$ cat config.mk
export PLATFORM = sky130hd
export DESIGN_NAME = led_shift_tx_flat
export DESIGN_NICKNAME = d
export VERILOG_FILES = /design/src/rtl/led_pkg.sv /design/src/rtl/led_shift_tx_if.sv /design/src/rtl/led_clk_div.sv /design/src/rtl/led_shift_tx.sv /design/src/flat_wrapper.sv
export SDC_FILE = /design/constraint.sdc
export NUM_CORES = 1
export LEC_CHECK = 0
export BUFFER_PORTS_ARGS = -buffer_cell sky130_fd_sc_hd__buf_2
export CAP_MARGIN = 10
export CORE_MARGIN = 3
export CORE_UTILIZATION = 28
export CTS_CLUSTER_SIZE = 28
export DETAILED_ROUTE_END_ITERATION = 10
export PLACE_DENSITY = 0.51
export SLEW_MARGIN = 20
export SYNTH_ARGS = -nofsm -noshare
export SYNTH_HDL_FRONTEND = slang
export SYNTH_SLANG_ARGS = --single-unit
$ cat constraint.sdc
create_clock -name clk -period 2.4 [get_ports clk]
set_input_delay 0.24 -clock clk [delete_from_list [all_inputs] [get_ports clk]]
set_output_delay 0.24 -clock clk [all_outputs]
set_load 0.02 [all_outputs]
$ cat src/rtl/led_pkg.sv
// Shared types and defaults for the LED chain serializer.
// The auto-refresh option is selected with LED_SHIFT_TX_AUTO_REFRESH_EN.
package led_pkg;

  typedef enum logic [1:0] {
    IDLE = 2'd0,
    LOW  = 2'd1,
    HIGH = 2'd2,
    DONE = 2'd3
  } led_tx_state_t;

  localparam int LED_WIDTH   = 16;
  localparam int LED_CLK_DIV = 4;

endpackage

$ cat src/rtl/led_shift_tx_if.sv
// Parallel-word handshake between the display logic and the LED serializer.
interface led_shift_tx_if
  import led_pkg::*;
#(
  parameter int WIDTH = LED_WIDTH
);

  logic [WIDTH-1:0] in_data;
  logic             in_valid;
  logic             in_ready;
  logic             done;

  modport master (output in_data, output in_valid, input in_ready, input done);
  modport slave  (input in_data, input in_valid, output in_ready, output done);

endinterface

$ cat src/rtl/led_clk_div.sv
// Terminal-count counter with clear; tick marks the last enabled cycle of a LIMIT-cycle period.
module led_clk_div
  import led_pkg::*;
#(
  parameter int LIMIT = LED_CLK_DIV
) (
  input  logic clk,
  input  logic rst,
  input  logic clr,
  input  logic en,
  output logic tick
);

  localparam int CW = $clog2(LIMIT + 1);

  logic [CW-1:0] cnt;

  assign tick = en && (cnt == CW'(LIMIT - 1));

  always_ff @(posedge clk) begin
    if (rst || clr) begin
      cnt <= '0;
    end else if (tick) begin
      cnt <= '0;
    end else if (en) begin
      cnt <= cnt + CW'(1);
    end
  end

endmodule

$ cat src/rtl/led_shift_tx.sv
// MSB-first serializer for the cascaded LED shift stages, all outputs registered.
// Optional periodic re-send of the last word is enabled by LED_SHIFT_TX_AUTO_REFRESH_EN.
//
// state | meaning
// IDLE  | ready for a word, chain holding
// LOW   | sclk low, sdat presents the current bit
// HIGH  | sclk high, chain samples on entry
// DONE  | one-cycle done pulse, back to IDLE
module led_shift_tx
  import led_pkg::*;
#(
  parameter int CLK_DIV        = LED_CLK_DIV,
  parameter int WIDTH          = LED_WIDTH,
  parameter int REFRESH_CYCLES = 1_000_000
) (
  input  logic           clk,
  input  logic           rst,
  led_shift_tx_if.slave  bus,
  output logic           sclk,
  output logic           sdat,
  output logic           s_l
);

  localparam logic [1:0] S_IDLE = IDLE;
  localparam logic [1:0] S_LOW  = LOW;
  localparam logic [1:0] S_HIGH = HIGH;
  localparam logic [1:0] S_DONE = DONE;
  localparam int         BW     = $clog2(WIDTH);

  logic [1:0]       state;
  logic [WIDTH-1:0] sr;
  logic [WIDTH-1:0] last_word;
  logic [BW-1:0]    bit_cnt;
  logic             done_q;
  logic             ready_q;
  logic             accept;
  logic             start;
  logic [WIDTH-1:0] start_word;
  logic             phase_end;

  assign accept     = (state == S_IDLE) && bus.in_valid;
  assign start_word = accept ? bus.in_data : last_word;

  led_clk_div #(.LIMIT(CLK_DIV)) u_div (
    .clk  (clk),
    .rst  (rst),
    .clr  (state == S_IDLE),
    .en   ((state == S_LOW) || (state == S_HIGH)),
    .tick (phase_end)
  );

`ifdef LED_SHIFT_TX_AUTO_REFRESH_EN
  logic refresh_tick;

  // Counts idle cycles only; a fresh word in the refresh cycle wins via start_word.
  led_clk_div #(.LIMIT(REFRESH_CYCLES)) u_refresh (
    .clk  (clk),
    .rst  (rst),
    .clr  (accept),
    .en   (state == S_IDLE),
    .tick (refresh_tick)
  );

  assign start = accept || refresh_tick;
`else
  logic unused_refresh;

  assign unused_refresh = ^32'(REFRESH_CYCLES);
  assign start          = accept;
`endif

  always_ff @(posedge clk) begin
    if (rst) begin
      state     <= S_IDLE;
      sr        <= '0;
      last_word <= '0;
      bit_cnt   <= '0;
      sclk      <= 1'b0;
      sdat      <= 1'b0;
      s_l       <= 1'b0;
      done_q    <= 1'b0;
      ready_q   <= 1'b1;
    end else begin
      done_q <= 1'b0;
      case (state)
        S_IDLE: begin
          if (start) begin
            sr      <= start_word;
            bit_cnt <= '0;
            sdat    <= start_word[WIDTH-1];
            s_l     <= 1'b1;
            ready_q <= 1'b0;
            state   <= S_LOW;
            if (accept) begin
              last_word <= bus.in_data;
            end
          end
        end
        S_LOW: begin
          if (phase_end) begin
            sclk  <= 1'b1;
            state <= S_HIGH;
          end
        end
        S_HIGH: begin
          if (phase_end) begin
            sclk <= 1'b0;
            if (bit_cnt == BW'(WIDTH - 1)) begin
              s_l    <= 1'b0;
              done_q <= 1'b1;
              state  <= S_DONE;
            end else begin
              // sdat only moves here, on entry to LOW, so it is stable across HIGH
              sr      <= {sr[WIDTH-2:0], 1'b0};
              sdat    <= sr[WIDTH-2];
              bit_cnt <= bit_cnt + BW'(1);
              state   <= S_LOW;
            end
          end
        end
        S_DONE: begin
          ready_q <= 1'b1;
          state   <= S_IDLE;
        end
        default: begin
          state <= S_IDLE;
        end
      endcase
    end
  end

  assign bus.in_ready = ready_q;
  assign bus.done     = done_q;

endmodule

$ cat src/flat_wrapper.sv
// flat-port wrapper written by rule: the top's interface ports become plain ports
module led_shift_tx_flat import led_pkg::*;
#(
  parameter int CLK_DIV        = LED_CLK_DIV,
  parameter int WIDTH          = LED_WIDTH,
  parameter int REFRESH_CYCLES = 1_000_000
)
  (clk, rst, sclk, sdat, s_l, bus_in_data, bus_in_valid, bus_in_ready, bus_done);
  led_shift_tx_if #(.WIDTH(WIDTH)) bus_i ();
  input  logic clk;
  input  logic rst;
  output logic sclk;
  output logic sdat;
  output logic s_l;
  input wire logic [$bits(bus_i.in_data)-1:0] bus_in_data;
  input wire logic [$bits(bus_i.in_valid)-1:0] bus_in_valid;
  output wire logic [$bits(bus_i.in_ready)-1:0] bus_in_ready;
  output wire logic [$bits(bus_i.done)-1:0] bus_done;
  assign bus_i.in_data = bus_in_data;
  assign bus_i.in_valid = bus_in_valid;
  assign bus_in_ready = bus_i.in_ready;
  assign bus_done = bus_i.done;
  led_shift_tx #(.CLK_DIV(CLK_DIV), .WIDTH(WIDTH), .REFRESH_CYCLES(REFRESH_CYCLES)) u_core (.clk(clk), .rst(rst), .bus(bus_i), .sclk(sclk), .sdat(sdat), .s_l(s_l));
endmodule
# After elaboration in Yosys (flattened, before gate mapping)
# Cells that the tools add are included.
# word_totals
register_bits,29
in_bits,19
out_inout_bits,5
wordCells,65
# op_classes
n_addsub,2
n_eq_ne,10
mux,27
n_bitwise,2
reduce_logical,15
# op_table
cell,count
two-way mux 15 bit,3
case mux 15 bit (2 select lines),1
two-way mux 4 bit,3
two-way mux 1 bit,10
two-way mux 2 bit,4
case mux 1 bit (2 select lines),4
case mux 2 bit (4 select lines),1
case mux 4 bit (2 select lines),1
AND reduction 4 bit,2
!= test 2 x 1 -> 1 bit (second input constant),3
AND reduction 3 bit,2
nonzero test 2 bit,3
adder 4 x 1 -> 4 bit (second input constant),1
equality test 2 bit (second input constant),2
equality test 4 bit (second input constant),1
!= test 2 bit (second input constant),2
adder 3 x 1 -> 3 bit (second input constant),1
equality test 3 x 2 -> 1 bit (second input constant),1
OR reduction 3 bit,1
equality test 2 x 1 -> 1 bit (second input constant),1
logical AND 1 bit,2
zero test 2 bit,1
logical OR 1 bit,2
NOT 1 bit,2
other kinds (2),2

# Longest topological paths before layout
# Gate-level depths: netlist of run 1.
# logic_depth
word_depth,5
mapped_depth,8
mapped_depth_nobuf,5

# Hierarchy
# A second synthesis of run 1 with hierarchy kept.
# hier_totals
cells_unflattened,177
hier_area_um2,1695.4
# by_module_without_submodules
module,instances,cells_each,area_per_inst_um2,seq_area_each_um2
led_shift_tx,1,160,1531.5,520.5
led_clk_div,1,17,163.9,60.1

# Worst setup path after synthesis of run 1
# OpenSTA, ideal clock, no wires.
# synth_timing
kind,reg-to-reg
startpoint,reg u_core.state[0]
endpoint,reg u_core.sdat
setup_time_ns,0.080
arrival_time_ns,1.666
t_required_ns,2.320
slack_ns,0.654
path_stages_with_launch,9
n_path_buf,3
synth_period_minus_slack_ns,1.746
cell_sequence,dfxtp_1 inv_1 ha_1 buf_6 mux2_4 and3_4 buf_6 buf_8 a211oi_2
# synth_between
elab_chain_cells,5
elab_cells_between_ends,12
cone_classes,5 x eq/ne; 1 x mux; 6 x reduce/logical
# synth_lines
item,line_no,source
start: declaration,led_shift_tx.sv:30,logic [1:0] state;
start signal: assignment,led_shift_tx.sv:74,state <= S_IDLE;
start signal: assignment,led_shift_tx.sv:93,state <= S_LOW;
start signal: assignment,led_shift_tx.sv:102,state <= S_HIGH;
equality test 2 x 1 -> 1 bit or equality test 2 bit (tied branches),"led_shift_tx.sv:48, led_shift_tx.sv:85",
logical OR 1 bit,led_shift_tx.sv:48,".en ((state == S_LOW) || (state == S_HIGH)),"
logical AND 1 bit,led_clk_div.sv:18,assign tick = en && (cnt == CW'(LIMIT - 1));
!= test 2 x 1 -> 1 bit (no source line),n/a,
AND reduction 4 bit (no source line),n/a,
end signal: assignment,led_shift_tx.sv:90,sdat <= start_word[WIDTH-1];
end signal: assignment,led_shift_tx.sv:115,sdat <= sr[WIDTH-2];
end: declaration,led_shift_tx.sv:20,"output logic sdat,"
# Parallel ways exist; a longest one is shown, timed or not.
# A chain may end at the register's enable or synchronous reset.

# Final worst setup path of run 1
# layout_timing
startpoint,reg u_core.state[0]
endpoint,reg u_core.sr[0]
# layout_between
elab_chain_cells,5
elab_cells_between_ends,12
cone_classes,5 x eq/ne; 1 x mux; 6 x reduce/logical
# layout_lines
item,line_no,source
equality test 2 x 1 -> 1 bit or equality test 2 bit (tied branches),led_shift_tx.sv:48,
logical OR 1 bit (*),led_shift_tx.sv:48,
via u_core.u_div.en,led_clk_div.sv:10,"input logic en,"
logical AND 1 bit (*),led_clk_div.sv:18,
!= test 2 x 1 -> 1 bit (no source line) (*),n/a,
AND reduction 4 bit (no source line) (*),n/a,
end signal: assignment,led_shift_tx.sv:88,sr <= start_word;
end signal: assignment,led_shift_tx.sv:114,"sr <= {sr[WIDTH-2:0], 1'b0};"
end: declaration,led_shift_tx.sv:31,logic [WIDTH-1:0] sr;
# Mark *: on every way through the listed nets, which the timed path passes. The rest lies on a longest branch.

==> results of run 1 <==
==> critical path, cell delays in order (launching register included) <==
cell	delay [ns]
dfxtp_1	0.38
inv_1	0.11
ha_1	0.43
a21bo_2	0.43
and3_4	0.43
o32ai_1	0.13
==> through the flow <==
stage / power (W) / instance area (sq um) / utilization (%) / worst slack [ns] / std cells
global route: 0.00200 / 1770 / 33.9 / 0.246 / 247
finish: 0.00185 / 1770 / 33.9 / 0.369 / 247
detailed placement: 0.00148 / 1680 / 32.3 / 0.374 / 239
global placement: 0.00149 / 1680 / 32.3 / 0.420 / 239
CTS: 0.00187 / 1770 / 33.9 / 0.380 / 247
floorplan: 0.00138 / 1540 / - / 0.654 / 156
==> layout make-up <==
type | count | area share [%]
tap | 70 | 4.96
inverter | 8 | 1.70
multi-input combinational | 105 | 47.6
clock buffer | 6 | 4.11
clock inverter | 2 | 0.567
timing repair buffer | 27 | 8.22
sequential | 29 | 32.9
==> Yosys cell counts, drive strengths merged <==
| library cell | count | area, sq um |
|---|---|---|
| nor2 | 3 | 11.3 |
| o32ai | 2 | 17.5 |
| a21boi | 1 | 7.51 |
| nor3b | 2 | 15.0 |
| mux2 | 1 | 15.0 |
| clkbuf | 5 | 20.0 |
| and3 | 2 | 17.5 |
| a21bo | 1 | 10.0 |
| or2 | 1 | 6.26 |
| ha | 8 | 100 |
| a31o | 2 | 17.5 |
| o31ai | 1 | 7.51 |
| inv | 8 | 30.0 |
| mux2i | 16 | 160 |
| a2bb2oi | 2 | 17.5 |
| a31oi | 17 | 106 |
| o2bb2ai | 1 | 8.76 |
| buf | 9 | 67.6 |
| nor3 | 5 | 25.0 |
| nand2b | 1 | 6.26 |
| o311a | 1 | 10.0 |
| dfxtp | 29 | 581 |
| o22ai | 1 | 6.26 |
| a21oi | 6 | 30.0 |
| a211oi | 15 | 153 |
| o21ai | 2 | 10.0 |
| nand4 | 2 | 18.8 |
| a311oi | 3 | 26.3 |
| nand2 | 7 | 26.3 |
| nand3 | 2 | 10.0 |
==> power breakdown <==
group | internal [W] | total (W) | leakage, nW | switching (W)
Sequential | 0.000612 | 0.000690 | 0.238 | 0.0000782
Combinational | 0.000324 | 0.000779 | 0.389 | 0.000454
Clock | 0.000200 | 0.000378 | 0.0450 | 0.000178
==> routing by layer <==
layer / global-route usage, % / vias up / wire (um)
met5: 0 / - / 0
met4: 3.55 / 0 / 36
met3: 3.70 / 7 / 150
li1: - / 636 / -
met2: 17.7 / 20 / 1510
met1: 14.7 / 607 / 1590
==> kinds of logic (layout without fill, tap and decap cells) <==
logic type / count (synthesis) / in the layout
AO/OA/AOI/OAI: 55 / 55
adder cells (fa/ha/maj): 8 / 8
buffers and inverters: 22 / 43
flip-flops: 29 / 29
multiplexers: 17 / 17
AND/OR/NAND/NOR: 25 / 25
==> state kept, by name (all words and copies together), names as in the netlist <==
name and count:
u_core.sdat 1, u_core.s_l 1, u_core.sr 15, u_core.bus.done 1, u_core.sclk 1, u_core.u_div.cnt 3, u_core.state 2, u_core.bus.in_ready 1
u_core.bit_cnt 4
==> worst max path at each step <==
stage                                 start                        end  cells past startpoint  slack [ns]
2_1_floorplan  u_core.state[0]$_SDFFE_PP0P_   u_core.sdat$_SDFFE_PP0P_                      8        0.65
3_3_place_gp   u_core.state[0]$_SDFFE_PP0P_  u_core.sr[0]$_SDFFE_PP0P_                      5        0.42
3_5_place_dp   u_core.state[0]$_SDFFE_PP0P_  u_core.sr[0]$_SDFFE_PP0P_                      5        0.37
4_1_cts        u_core.state[0]$_SDFFE_PP0P_  u_core.sr[0]$_SDFFE_PP0P_                      5        0.38
5_1_grt        u_core.state[0]$_SDFFE_PP0P_  u_core.sr[4]$_SDFFE_PP0P_                      5        0.25
6_report       u_core.state[0]$_SDFFE_PP0P_  u_core.sr[0]$_SDFFE_PP0P_                      5        0.37
==> results.tsv, run 1 <==
metric	value	unit
finalSetupViolations	0	
hp-start	bus_in_data[0]	
htree_levels	2	
cts_setup_buffers	0	
total_leakage_power	0.672	nW
clock_latency	0.27	ns
slew_headroom	73.3	%
ctsResizeCount	0	
layout_common_cells	dfxtp_1, buf_2, a31oi_1	
synth_top_family_by_area	compound AO/OA/AOI/OAI gates	
io_pins	24	
rsz0062_at_grt	false	
dp_hpwl	2330	um
grt_pass1_wl	5780	um
holdBufCountCts	0	
rr_endpoint	u_core.sr[0]$_SDFFE_PP0P_	
port_buffers	23	
ys_ff_latch	29	
synth_seq_area_share	37.8	%
cts_buffer_depth	2	
crit_type	register to register	
grt-ovfl-total	0	
firstDrtPassIters	4	
final_common_cell	dfxtp_1	
crit_arrival	2.18	ns
fin_setup_tns	0	ns
rr_worst_depth	5	
grt_pass1_vias	1244	
post-route-period-util	84.6	%
drv_slew	0	
cp-start-kind	register	
insertedDiodeCount	0	
die_area	6420	sq um
areaGrowthSynthToFinish	14.8	%
drive_above_1_share	27.7	%
hold-path-cell-count	3	
initialDrtViolationCount	65	
yosys.area_share.simple	8.87	%
routed-via-count	1270	
avgSynthCellArea	9.86	sq um
status	completed	
synthMuxAreaShare	11.4	%
cts_tree	built	
crit_path_max_fanout	20	
cts_buffers	5	
cts_root_buf	clkbuf_8	
p_per_area	1050	nW/um^2
coreArea	5200	sq um
grt_max_degree	21	
wl	3290	um
synth_adder_area_share	6.51	%
cts.reportedPaths.clkPinSlew	0.06	ns
fmax	492	MHz
syn_inst	156	
min_period	2.03	ns
row_count	26	
yosysWarnings	0	
drt-wirelength-per-cell	13.3	um
die_h	80.1	um
hold_viol_final	0	
timing.hold.worst.class	primary input to register	
skew	0.00631	ns
cts_sinks	29	
final_net_count	203	
hold_ws	0.241	ns
maxCapViolations	0	
r2r-start	u_core.state[0]$_SDFFE_PP0P_	
start_util	29.5	%
fillerInstances	550	
tightest_slew	0.401	ns
synth_xor_area_share	0	%
cp.required	2.55	ns
ant_nets	0	
reg2reg_setup_slack	0.37	ns
synth_compound_area_share	27.8	%
synth_area	1540	sq um
routabilityCongestion	0.703	
synth_cell_types	36	
die_w	80.1	um
drcViolationCount	0	
multiInputGateArea	840	sq um
grt_usage	11.3	%
vias_per_cell	5.14	
antenna_found_initial	0	
hold_end	u_core.sr[0]$_SDFFE_PP0P_	
crit_path_end_kind	register	
syn-num-nets	183	
final-seq-area	581	sq um
ir_worst_vdd	0.459	mV
Note: power is estimated with default switching activity, not from simulation.
==> run 2, diff against run 1 <==
- clock period: 2.4 -> 1.87 ns (I/O delays scaled with it)
==> run 2 against run 1 <==
Against the previous run: cell count up 2.4%; maximum frequency up 20%; core utilization up 1.9 points; clock skew down 0.00055 ns; routed wire length up 4.0%; via count down 1.6%; flip-flop and latch count unchanged; sequential share of layout area down 1.7 points; critical endpoint is now u_core.bit_cnt[1]$_SDFFE_PP0P_; largest power group unchanged; highest routed layer unchanged.
==> results.tsv, run 2 (synthesis gave the netlist of run 1 again) <==
metric	value	unit
drcViolationCount	0	
cts_buffer_depth	2	
wl	3420	um
ant_nets	0	
rsz0062_at_grt	false	
areaGrowthSynthToFinish	21.2	%
clock_latency	0.28	ns
cp.required	2.06	ns
io_pins	24	
dp_hpwl	2480	um
routabilityCongestion	0.738	
drt-wirelength-per-cell	13.5	um
timing.hold.worst.class	primary input to register	
hold_viol_final	0	
cts_tree	built	
dpl.cell_count	245	
post-place-ws	0.157	ns
cts_sinks	29	
crit_slowest_cell	and3_4	
grt_pass1_wl	5720	um
min_period	1.70	ns
layout_common_cells	dfxtp_1, buf_2, a31oi_1	
final_cells	253	
crit_path_end_kind	register	
hold_ws	0.183	ns
crit_arrival	1.89	ns
cp_cell_sequence	inv_1 -> ha_1 -> buf_4 -> nand4_2 -> and3_4 -> o32ai_1	
layout_setup_ws	0.173	ns
firstDrtPassIters	4	
r2r-start	u_core.state[0]$_SDFFE_PP0P_	
slew_headroom	78.2	%
fmax	589	MHz
grt_max_degree	20	
hold-path-cell-count	3	
grt_pass1_vias	1264	
skew	0.00576	ns
tightest_slew	0.327	ns
coreArea	5200	sq um
ir_worst_vdd	0.466	mV
finalSetupViolations	0	
reg.largest.list	u_core.sr x15, u_core.bit_cnt x4, u_core.u_div.cnt x3	
die_h	80.1	um
row_count	26	
cts_buffers	5	
routed-via-count	1250	
initialDrtViolationCount	54	
total_leakage_power	0.723	nW
cts_root_buf	clkbuf_8	
drv_slew	0	
final_net_count	209	
status	completed	
hold_end	u_core.sr[0]$_SDFFE_PP0P_	
ctsResizeCount	0	
htree_levels	2	
post-route-period-util	90.7	%
fin_setup_tns	0	ns
insertedDiodeCount	0	
port_buffers	23	
final_common_cell	dfxtp_1	
grt-ovfl-total	0	
antenna_found_initial	0	
cp-start-kind	register	
start_util	29.5	%
rr_worst_depth	6	
die_area	6420	sq um
p_per_area	1460	nW/um^2
vias_per_cell	4.94	
maxCapViolations	0	
drive_above_1_share	31.1	%
largest_register	u_core.sr	
largest_register_ffs	15	
crit_type	register to register	
cts.reportedPaths.clkPinSlew	0.06	ns
cts_setup_buffers	0	
hp-start	bus_in_data[0]	
holdBufCountCts	0	
reg2reg_setup_slack	0.17	ns
die_w	80.1	um
grt_usage	11.4	%
cpPeakStageDelay	0.33	ns
crit_path_max_fanout	18	
rr_endpoint	u_core.bit_cnt[1]$_SDFFE_PP0P_	
-- run 2: worst max-delay path by stage --
stage	depth (start not counted)	startpoint	endpoint
after floorplan	8	u_core.state[0]$_SDFFE_PP0P_	u_core.sdat$_SDFFE_PP0P_
after global placement	6	u_core.state[0]$_SDFFE_PP0P_	u_core.bit_cnt[1]$_SDFFE_PP0P_
after detailed placement	6	u_core.state[0]$_SDFFE_PP0P_	u_core.bit_cnt[1]$_SDFFE_PP0P_
after CTS	6	u_core.state[0]$_SDFFE_PP0P_	u_core.bit_cnt[1]$_SDFFE_PP0P_
after global routing	6	u_core.state[0]$_SDFFE_PP0P_	u_core.sr[6]$_SDFFE_PP0P_
final	6	u_core.state[0]$_SDFFE_PP0P_	u_core.bit_cnt[1]$_SDFFE_PP0P_
-- run 2: layout make-up --
cell class / count / area (sq um)
clock buffers: 5 / 68.8
clock inverters: 3 / 65.1
fillers: 561 / 3340
inverters: 8 / 30.0
multi-input cells: 105 / 842
flip-flops and latches: 29 / 581
well taps: 70 / 87.6
repair buffers: 33 / 190
-- run 2: power breakdown --
| group | switching (W) | leakage, nW | total [W] | internal (W) |
|---|---|---|---|---|
| logic | 0.000610 | 0.416 | 0.00108 | 0.000472 |
| clock network | 0.000242 | 0.0681 | 0.000771 | 0.000529 |
| registers | 0.0000920 | 0.238 | 0.000878 | 0.000785 |
-- run 2: metal layers --
metal,vias to the layer above,share of wire (%),routed length (um),GRT usage (%)
met5,-,0,0,0
met4,0,1.0,35,4.05
met3,5,5.1,176,3.81
met2,20,47,1600,18.2
met1,580,47,1610,14.2
li1,645,-,-,-
-- run 2: critical path: cells and delay by family, from the launching register on --
family                   cells  cell delay (ns)
AO/OA/AOI/OAI                1             0.22
adder cells (fa/ha/maj)      1             0.28
buffers and inverters        2             0.29
flip-flops                   1             0.31
AND/OR/NAND/NOR              2             0.51
-- run 2: through the flow --
step | power [W] | instance area [sq um] | util (%)
after global routing | 0.00291 | 1860 | 35.8
after CTS | 0.00276 | 1860 | 35.8
after detailed placement | 0.00198 | 1730 | 33.2
after floorplan | 0.00177 | 1540 | -
final | 0.00273 | 1860 | 35.8
after global placement | 0.00198 | 1730 | 33.2
